--- src/rtl/collision_scanner.sv ---
// Player-vs-hazard collision engine: one object per clock through a
// single squared-distance unit, with sticky kill and per-frame visit flags.
module collision_scanner #(
    parameter int N_OBJ        = 26,
    parameter int W            = 10,
    parameter int KID_SIZE     = 15,
    parameter int OBJ_SIZE     = 15,
    parameter int SHRINK_S     = 7,
    parameter int SHRINK_M     = 4,
    parameter int VISIT_MARGIN = 14,
    parameter int VISIT_CNT    = 4,
    localparam int IW          = $clog2(N_OBJ)
) (
    input  logic                 Clk,
    input  logic                 Reset,
    input  logic                 start,
    input  logic [W-1:0]         kid_x,
    input  logic [W-1:0]         kid_y,
    input  logic [N_OBJ*W-1:0]   obj_x,
    input  logic [N_OBJ*W-1:0]   obj_y,
    input  logic [N_OBJ*2-1:0]   obj_kind,
    input  logic                 force_kill,
    input  logic                 kill_clr,
    output logic                 busy,
    output logic                 done,
    output logic                 is_kill,
    output logic                 visited,
    output logic                 hit_valid,
    output logic [IW-1:0]        hit_idx
);

    localparam int D2W = 2*W + 3;
    localparam int RS  = KID_SIZE + OBJ_SIZE - SHRINK_S;
    localparam int RM  = KID_SIZE + OBJ_SIZE - SHRINK_M;
    localparam int RV  = RS + VISIT_MARGIN;
    localparam logic [D2W-1:0] RS2 = D2W'(RS*RS);
    localparam logic [D2W-1:0] RM2 = D2W'(RM*RM);
    localparam logic [D2W-1:0] RV2 = D2W'(RV*RV);
    localparam logic [IW-1:0]  LAST_IDX = IW'(N_OBJ-1);

    typedef enum logic [1:0] {
        S_IDLE,
        S_SCAN,
        S_DONE
    } state_t;

    state_t          r_state;
    logic [IW-1:0]   r_idx;
    logic [W-1:0]    r_kid_x;
    logic [W-1:0]    r_kid_y;
    logic            r_force;
    logic            r_acc_hit;
    logic [IW-1:0]   r_acc_idx;
    logic            r_acc_vis;
    logic            r_set;

    logic [W-1:0]    w_ox [N_OBJ];
    logic [W-1:0]    w_oy [N_OBJ];
    logic [1:0]      w_kd [N_OBJ];

    always_comb begin
        for (int i = 0; i < N_OBJ; i++) begin
            w_ox[i] = obj_x[i*W +: W];
            w_oy[i] = obj_y[i*W +: W];
            w_kd[i] = obj_kind[i*2 +: 2];
        end
    end

    logic [W:0]      w_dx;
    logic [W:0]      w_dy;
    logic [W:0]      w_ndx;
    logic [W:0]      w_ndy;
    logic [W-1:0]    w_adx;
    logic [W-1:0]    w_ady;
    logic [D2W-1:0]  w_d2;
    logic [1:0]      w_kind;
    logic            w_kill;
    logic            w_vis;
    logic            w_low;

    // Squares of |d| equal squares of signed d, so fold sign away first.
    assign w_dx  = {1'b0, r_kid_x} - {1'b0, w_ox[r_idx]};
    assign w_dy  = {1'b0, r_kid_y} - {1'b0, w_oy[r_idx]};
    assign w_ndx = -w_dx;
    assign w_ndy = -w_dy;
    assign w_adx = w_dx[W] ? w_ndx[W-1:0] : w_dx[W-1:0];
    assign w_ady = w_dy[W] ? w_ndy[W-1:0] : w_dy[W-1:0];
    assign w_d2  = D2W'(w_adx) * D2W'(w_adx)
                 + D2W'(w_ady) * D2W'(w_ady);
    assign w_kind = w_kd[r_idx];
    assign w_low  = 32'(r_idx) < 32'(VISIT_CNT);

    always_comb begin
        w_kill = 1'b0;
        w_vis  = 1'b0;
        unique case (w_kind)
            2'd0: begin
                w_kill = (w_d2 <= RS2);
                w_vis  = w_low && (w_d2 <= RV2);
            end
            2'd1: w_kill = (w_d2 <= RM2);
            2'd2: w_vis  = (w_d2 <= RV2);
            default: ;
        endcase
    end

    logic            w_last;
    logic            w_hit_fin;
    logic [IW-1:0]   w_idx_fin;
    logic            w_set_fin;

    assign w_last    = (r_idx == LAST_IDX);
    assign w_hit_fin = r_acc_hit | w_kill;
    assign w_idx_fin = r_acc_hit ? r_acc_idx :
                       (w_kill ? r_idx : '0);
    assign w_set_fin = w_hit_fin | r_force;

    always_ff @(posedge Clk or negedge Reset) begin
        if (!Reset) begin
            r_state   <= S_IDLE;
            r_idx     <= '0;
            r_kid_x   <= '0;
            r_kid_y   <= '0;
            r_force   <= 1'b0;
            r_acc_hit <= 1'b0;
            r_acc_idx <= '0;
            r_acc_vis <= 1'b0;
            r_set     <= 1'b0;
            busy      <= 1'b0;
            done      <= 1'b0;
            is_kill   <= 1'b0;
            visited   <= 1'b0;
            hit_valid <= 1'b0;
            hit_idx   <= '0;
        end else begin
            // A clear that lands on the setting done loses to the set.
            if (kill_clr && !(done && r_set))
                is_kill <= 1'b0;
            unique case (r_state)
                S_IDLE: begin
                    if (start) begin
                        r_kid_x   <= kid_x;
                        r_kid_y   <= kid_y;
                        r_force   <= force_kill;
                        r_acc_hit <= 1'b0;
                        r_acc_idx <= '0;
                        r_acc_vis <= 1'b0;
                        r_idx     <= '0;
                        busy      <= 1'b1;
                        r_state   <= S_SCAN;
                    end
                end
                S_SCAN: begin
                    if (w_kill && !r_acc_hit) begin
                        r_acc_hit <= 1'b1;
                        r_acc_idx <= r_idx;
                    end
                    if (w_vis)
                        r_acc_vis <= 1'b1;
                    if (w_last) begin
                        busy      <= 1'b0;
                        done      <= 1'b1;
                        hit_valid <= w_hit_fin;
                        hit_idx   <= w_idx_fin;
                        visited   <= r_acc_vis | w_vis;
                        r_set     <= w_set_fin;
                        if (w_set_fin)
                            is_kill <= 1'b1;
                        r_state   <= S_DONE;
                    end else begin
                        r_idx <= r_idx + 1'b1;
                    end
                end
                S_DONE: begin
                    done    <= 1'b0;
                    r_set   <= 1'b0;
                    r_state <= S_IDLE;
                end
                default: r_state <= S_IDLE;
            endcase
        end
    end

endmodule

--- config.mk ---
export PLATFORM = sky130hd
export DESIGN_NAME = collision_scanner
export DESIGN_NICKNAME = d
export VERILOG_FILES = /design/src/rtl/collision_scanner.sv
export SDC_FILE = /design/constraint.sdc
export NUM_CORES = 1
export LEC_CHECK = 0
export ABC_CLOCK_PERIOD_IN_PS = 14600
export BUFFER_PORTS_ARGS = -buffer_cell sky130_fd_sc_hd__buf_2
export CORE_UTILIZATION = 25
export DETAILED_ROUTE_END_ITERATION = 10
export SLEW_MARGIN = 20
export SYNTH_ARGS = -nofsm -noshare
export SYNTH_HDL_FRONTEND = slang
export SYNTH_SLANG_ARGS = --single-unit
export TNS_END_PERCENT = 30
--- constraint.sdc ---
create_clock -name Clk -period 14.6 [get_ports Clk]
set_input_delay 2.19 -clock Clk [delete_from_list [all_inputs] [get_ports Clk]]
set_output_delay 2.19 -clock Clk [all_outputs]
set_load 0.05 [all_outputs]
==> flow_summary.toml, run 1 <==
[critical_path]
endpoint_kind = "register"
critical_path_class = "in2reg"
cp.arrival_ns = 13.23
startpoint_type = "input port"
critPathMaxStageDelay_ns = 0.79
crit_buf_inv = 9
crit_cells = 39
critPathMaxFanout = 13
slowest_stage = "xor2_1"
r2r_slack_ns = 2.23
critical_path.top_delay_family = "adder cells"
worst_r2r_path_depth = 39
required_ns = 14.82

[placed_design]
dpl_cell_area_mm2 = 0.0173
dp.final_hpwl_mm = 62.0
gp_congestion = 1.01
placed_cells = 2648
portBuffers = 606

[timing]
fin_tns_setup_ns = 0
fmax_mhz = 76.9
slew_violations = 0
min_period_ns = 13.01
finalClockSkew_ns = 0.0182
rsz0062_at_grt = "no"
hold_viol_final = 0
setup_viol = 0
worstMarginPinSlew_ns = 0.998
slew_headroom_pct = 33.3
holdWs_ns = 0.473
fin_crit_sh_pct = 89.1

[routing]
antenna_left = 0
drtPass1Iterations = 8
viasPerCell = 5.15
wl_per_cell_um = 26.4
drt_iter0_drc = 1048
num_vias = 13700
routed_wirelength_mm = 70.3
drc = 6

[yosys]
ys_top_cells_by_count = "inv_1 (195), fa_1 (133), mux4_2 (128)"
avgSynthCellArea_um2 = 9.59
synth_most_common_cell = "inv_1"
yosysWarnings = 0
synth_edf_count = 0
ys_types = 64
ys_ff_latch = 46
seq_area_frac_synth_pct = 8.54
synth_largest_area_cell = "mux4_2"
syn-instance-count = 1406
synth_top_area_share_pct = 21.4
async_flop_share_pct = 100
dominantRegCellSynth = "dfrtp_1"
synth.area.top_cells = "mux4_2 (21%), fa_1 (20%), ha_1 (10%), dfrtp_1 (8.5%), inv_1 (5.4%)"
netlist_area_mm2 = 0.0135
synth_fp_nets = 2244

[floorplan]
die_h_um = 234
dieArea_mm2 = 0.0548
io_pins = 607
chipWidth_um = 234
start_util_pct = 25.5
std_cell_rows = 84
core_mm2 = 0.0529

[global_routing]
grt_overflow = 0
antenna_found_initial = 42
grt_pass1_wl_mm = 96.9
track_usage_pct = 25.2
grt_max_degree = 82
grt_pass1_vias = 13900

[finish]
multi_input_area_mm2 = 0.0113
fillers = 5508
seqCellArea_mm2 = 0.00116
drive_gt1_share_pct = 42.5
syn_to_final_growth_pct = 29.6
final_net_count = 2805
design_area_mm2 = 0.0175
final-instance-count-excl-fill = 2665

[clocking]
cts_sinks = 46
root_buffer = "clkbuf_16"
holdBufCountCts = 0
clk_pin_slew_ns = 0.07
cts_resized = 0
clockBufferDepth = 2
post_cts_buffers = 0
clk_latency_ns = 0.31
htreeDepth = 2
cts_buffers = 5
cts_tree = "built"

[run]
maxCapViolCount = 0

[outcome]
violations = "DRC"
outcome = "finished, violations left"

[worst_hold_path]
hp-class = "reg2reg"
worstHoldPathCells = 2
area by class of cell:
cell class / instances / share of cell area, %
timing repair buffer: 632 / 18.6
clock buffer: 5 / 0.716
tap: 688 / 4.93
clock inverter: 3 / 0.279
antenna: 9 / 0.129
inverter: 198 / 4.26
multi-input combinational: 1084 / 64.4
sequential: 46 / 6.65
cells in the final DEF, fill, tap and decap left out, types with 8 or more instances in the layout:
cell and count:
dfrtp_1 42, diode_2 9, buf_2 606, a21oi_1 53
mux2i_1 45, nor2_1 111, inv_1 194, buf_4 24
o21ai_0 65, mux2_2 24, fa_1 133, nand2_1 121
xnor2_1 34, ha_1 108, mux4_2 128, or2_2 24
a21o_1 8, nor2b_1 8, nand3_1 19, nand2b_1 14
xor2_1 22, o22ai_1 12, a22oi_1 19, o211ai_1 23
a31oi_1 8, nor3_1 16
worst register-to-register path: cells and delay by family, from the launching register on:
kind	cells	cell delay [ns]
AND/OR/NAND/NOR	5	1.77
flip-flops	1	0.70
multiplexers	1	0.25
buffers and inverters	9	0.77
XOR/XNOR	2	0.98
adder cells (fa/ha/maj)	10	4.80
AO/OA/AOI/OAI	12	3.03
sequential cells by signal, summed over array words and instances (netlist names), 2 cells and up:
register,flops
r_kid_x,10
r_kid_y,10
hit_idx,5
r_acc_idx,5
r_idx,5
r_state,2
path summary, 6_finish.rpt:
kind | from | end
setup / recovery | obj_y[70] | r_acc_idx[3]
setup reg to reg | r_idx[3] | r_acc_idx[3]
hold / removal | hit_idx[2] | hit_idx[2]
hold reg to reg | hit_idx[2] | hit_idx[2]
max in group asynchronous | Reset | r_idx[1]
min in group asynchronous | Reset | r_kid_y[1]
metrics by stage:
stage / setup slack (ns) / util, %
after floorplan: 3.04 / -
after global placement: 1.74 / 32.7
after detailed placement: 1.37 / 32.7
after CTS: 1.69 / 33.0
after global routing: 0.991 / 33.0
final: 1.59 / 33.0
kinds of logic (layout without fill, tap and decap cells):
logic type | count (synthesis) | in the layout | synth area share, %
and+or+nand+nor | 348 | 348 | 11.6
buffers and inverters | 276 | 838 | 8.01
adders and majority gates | 241 | 241 | 29.8
AOI/OAI and AO/OA | 240 | 240 | 11.4
muxes | 198 | 198 | 26.8
xor gates and xnor gates | 57 | 57 | 3.76
DFF | 46 | 46 | 8.54
other | 0 | 9 | 0
metal layers:
layer	global-route usage [%]	wire length [µm]
met4	13.2	4030
met2	40.9	33700
met1	31.8	27300
met3	4.55	5250
met5	0	77
Power of run 1 is not shown: default switching activity piles up to over one toggle a cycle in this logic, so the estimate is an artifact.
==> run 2: changes to the inputs <==
--- a/config.mk
+++ b/config.mk
@@ -11,2 +11,3 @@
 export DETAILED_ROUTE_END_ITERATION = 10
+export GPL_TIMING_DRIVEN = 0
 export SLEW_MARGIN = 20
==> constraint.sdc (replaced) <==
create_clock -name Clk -period 14.6 [get_ports Clk]
set_input_delay 0 -clock Clk [delete_from_list [all_inputs] [get_ports Clk]]
set_output_delay 0 -clock Clk [all_outputs]
set_load 0.05 [all_outputs]
==> run 2 against run 1 <==
Net effect:
- the run still ends with DRC left
- critical endpoint is now r_acc_idx[4]
- hold slack worse by 0.21 ns
- global-route usage rose by 3.6 points
- critical path depth is 4 higher
- first-iteration DRC count up 25%
- largest cell class unchanged
- fmax is 6.0% lower
- count of clock-buffer cells in the layout unchanged
==> flow_summary.toml, run 2 (same netlist as run 1, synthesis figures left out) <==
[clocking]
cts_tree = "built"
post_cts_buffers = 0
clk_pin_slew_ns = 0.07
htreeDepth = 2
clk_latency_ns = 0.31
clockBufferDepth = 2
root_buffer = "clkbuf_16"
cts_sinks = 46
cts_buffers = 5

[floorplan]
io_pins = 607
std_cell_rows = 84
core_mm2 = 0.0529
dieArea_mm2 = 0.0548
chipWidth_um = 234
die_h_um = 234
start_util_pct = 25.5

[worst_hold_path]
hp-class = "in2reg"
worstHoldStart = "start"

[timing]
fin_tns_setup_ns = 0
setup_viol = 0
min_period_ns = 13.84
hold_viol_final = 0
finalClockSkew_ns = 0.00989
worstMarginPinSlew_ns = 1.24
slew_headroom_pct = 17.4
fin_ws_ns = 0.758
fmax_mhz = 72.2
rsz0062_at_grt = "no"
slew_violations = 0
fin_crit_sh_pct = 94.8

[routing]
num_vias = 14600
routed_wirelength_mm = 80.2
drc = 6
viasPerCell = 5.29
wl_per_cell_um = 29.1
drtPass1Iterations = 8
drt_iter0_drc = 1314
antenna_left = 0

[placed_design]
portBuffers = 606
gp_congestion = 1.01
place_ws_ns = 0.696
dp.final_hpwl_mm = 71.8

[finish]
syn_to_final_growth_pct = 32.5
largestRegisters = "r_kid_x: 10 flops, r_kid_y: 10 flops"
multi_input_area_mm2 = 0.0113
drive_gt1_share_pct = 40.8
fillers = 5545
final_net_count = 2880
layout_common_cells = "buf_2 (622), inv_1 (195), fa_1 (133)"
final_common_cell = "buf_2"
seqCellArea_mm2 = 0.00115
fin_util_pct = 33.8

[critical_path]
rr_startpoint = "r_idx[1]"
critical_path_class = "reg2reg"
slowest_stage = "buf_1"
required_ns = 14.82
cp.arrival_ns = 14.06
startpoint = "r_idx[1]"
endpoint_kind = "register"
critPathMaxFanout = 10
crit_path_frequent_cell = "fa_1"
r2r_slack_ns = 0.76
critPathMaxStageDelay_ns = 0.90
startpoint_type = "register"

[global_routing]
grt_pass1_vias = 14400
grt-busiest-layer = "met2"
grt_max_degree = 47
met1_usage_pct = 36.4
grt_util_met3_pct = 5.34
track_usage_pct = 28.8
grt_use_met2_pct = 46.9
grt_overflow = 0
grt_pass1_wl_mm = 107
antenna_found_initial = 49

[run]
maxCapViolCount = 0

[outcome]
violations = "DRC"
outcome = "finished, violations left"
run 2: changes by cell type in the layout (fill, tap and decap cells not counted), sizes merged:
cell           delta
buf               +3
clkdlybuf4s15     +1
dlygate4sd3      +23
diode            +14
clkbuf           +48
run 2: worst paths after layout:
| check | to | cells past startpoint |
|---|---|---|
| worst max-delay path | r_acc_idx[4] | 43 |
| worst min-delay path | r_acc_idx[2] | 4 |
| worst max register to register | r_acc_idx[4] | 43 |
| worst min register to register | hit_idx[2] | 2 |
| max in group asynchronous | r_kid_y[1] | 2 |
| min in group asynchronous | is_kill | 2 |
run 2: area by class of cell:
cell class	instances	area share, %
clock buffer	5	0.700
antenna	23	0.322
sequential	46	6.44
tap	688	4.82
timing repair buffer	629	18.3
buffer	78	1.96
inverter	198	4.16
multi-input combinational	1084	63.0
clock inverter	3	0.273
run 2: metal layers:
metal / vias to the layer above / wire length [µm] / part of all wire [%]
li1: 6269 / - / -
met1: 7386 / 31700 / 39
met2: 774 / 38300 / 48
met3: 144 / 5820 / 7.3
met4: 8 / 4370 / 5.5
met5: - / 63 / 0.079
run 2: metrics by stage:
step	instances	area (µm²)	hold WS (ns)
after floorplan	1406	13500	-0.296
after detailed placement	2700	17400	0.197
after CTS	2731	17800	0.262
after global routing	2747	17800	0.296
after global placement	2700	17400	0.199
final	2754	17900	0.266
run 2: what timing repair did:
item / CTS / global route
hold buffers: 23 / 0
gates resized for setup: 0 / 14
endpoints found under the hold margin: 68 / 0
setup endpoints to repair: 0 / 14
run 2: worst max-delay path: cells and delay by family (launching register included):
family	cells	cell delay, ns
flip-flops	1	0.37
adder cells (fa/ha/maj)	9	4.20
multiplexers	2	0.66
AND/OR/NAND/NOR	4	0.73
XOR/XNOR	2	0.58
buffers and inverters	14	3.95
AO/OA/AOI/OAI	12	3.21
Power of run 2 is left out for the same reason.
==> run 3: changes to the inputs <==
Settings changed: CORE_ASPECT_RATIO set to 0.8.
==> run 3 against run 2 <==
Net effect:
- the flow now finishes without violations
- sequential cell count stayed put
- fmax increased by 0.73%
- critical path depth increased by 1
- first-iteration DRC count up 25%
- cell count barely moved
- global-route usage is 0.33 points higher
- hold slack improved by 0.016 ns
- register-to-register slack improved by 0.10 ns
- setup slack gained 0.10 ns
- wire length rose by 0.31%
- non-clock buffer count did not move
==> flow_summary.toml, run 3 (same netlist as run 1, synthesis figures left out) <==
[outcome]
outcome = "finished, final reports clean"

[critical_path]
slowest_stage = "a2111oi_0"
cp.arrival_ns = 13.96
required_ns = 14.82
critical_path_class = "reg2reg"
startpoint_type = "register"
endpoint_kind = "register"
critPathMaxFanout = 10
critPathMaxStageDelay_ns = 0.70
crit_path_frequent_cell = "fa_1"
crit_buf_inv = 15
critical_path.top_delay_family = "adder cells"

[finish]
layout_common_cells = "buf_2 (621), inv_1 (195), fa_1 (133)"
final-instance-count-excl-fill = 2753
final_common_cell = "buf_2"
largestRegisters = "r_kid_x: 10 flops, r_kid_y: 10 flops"
drive_gt1_share_pct = 40.8
final_net_count = 2880
fillers = 5626
syn_to_final_growth_pct = 32.3

[placed_design]
placed_cells = 2705
dp.final_hpwl_mm = 71.9
gp_congestion = 0.992
portBuffers = 606

[routing]
wl_per_cell_um = 29.2
routed_wirelength_mm = 80.4
drt_iter0_drc = 1648
num_vias = 14600
drc = 0
drtPass1Iterations = 7
viasPerCell = 5.32
antenna_left = 0

[clocking]
clk_pin_slew_ns = 0.07
cts_tree = "built"
clk_latency_ns = 0.31
root_buffer = "clkbuf_16"
cts_buffers = 5
htreeDepth = 2
clockBufferDepth = 2
post_cts_buffers = 0
cts_sinks = 46

[timing]
slew_headroom_pct = 24.7
setup_viol = 0
worstMarginPinSlew_ns = 1.13
slew_violations = 0
finalClockSkew_ns = 0.00946
hold_viol_final = 0
fin_tns_setup_ns = 0
rsz0062_at_grt = "no"
min_period_ns = 13.74
fmax_mhz = 72.8
fin_crit_sh_pct = 94.1

[global_routing]
grt_pass1_wl_mm = 110
grt_max_degree = 47
antenna_found_initial = 43
grt_pass1_vias = 14700
track_usage_pct = 29.1
grt_overflow = 0

[floorplan]
io_pins = 607
dieArea_mm2 = 0.0548
start_util_pct = 25.5
std_cell_rows = 75
chipWidth_um = 262
core_mm2 = 0.0528
die_h_um = 210

[run]
maxCapViolCount = 0

[worst_hold_path]
hp-class = "in2async"
==> run 3: changes by cell type in the layout (fill, tap and decap cells not counted) <==
cell       delta
buf_2         -1
clkbuf_4      +1
inv_6         +1
inv_8         -1
diode_2       -6
clkinv_4      +1
bufinv_16     -1
==> run 3: per-stage QoR <==
stage	instance area, µm²	setup slack [ns]	util (%)	hold WS, ns
after floorplan	13500	3.64	-	-0.296
after detailed placement	17400	0.615	32.9	0.198
final	17800	0.859	33.8	0.282
after global routing	17800	0.114	33.7	0.321
after CTS	17800	0.564	33.6	0.273
after global placement	17400	0.263	32.9	0.198
==> run 3: worst paths after layout <==
check,end,cells after the start,slack (ns),startpoint
max,r_acc_idx[3],44,0.86,r_idx[1]
max in group asynchronous,r_kid_y[6],2,13.87,Reset
min reg2reg,hit_valid,2,0.49,hit_valid
max reg2reg,r_acc_idx[3],44,0.86,r_idx[1]
min in group Clk,r_acc_idx[2],4,0.28,start
min,is_kill,2,0.28,Reset
==> run 3: what timing repair did <==
action | in CTS | in global routing
gates resized for setup | 0 | 15
hold buffers | 23 | 0
setup endpoints to repair | 0 | 14
endpoints found under the hold margin | 68 | 0
==> run 3: metal layers <==
layer	global-route usage [%]	part of all wire (%)
met1	39.0	41
met2	46.4	46
met3	5.36	8.8
met4	10.9	4.5
met5	0	0.11
==> run 3: layout make-up <==
class	instances	area, µm²	share of cell area, %
Tap cell	693	867	4.86
Timing Repair Buffer	629	3270	18.3
Clock buffer	5	125	0.702
Multi-Input combinational cell	1084	11300	63.1
Inverter	198	743	4.17
Buffer	78	353	1.98
Clock inverter	3	25.0	0.140
Antenna cell	17	42.5	0.239
Sequential cell	46	1150	6.45
Power of run 3 is left out for the same reason.
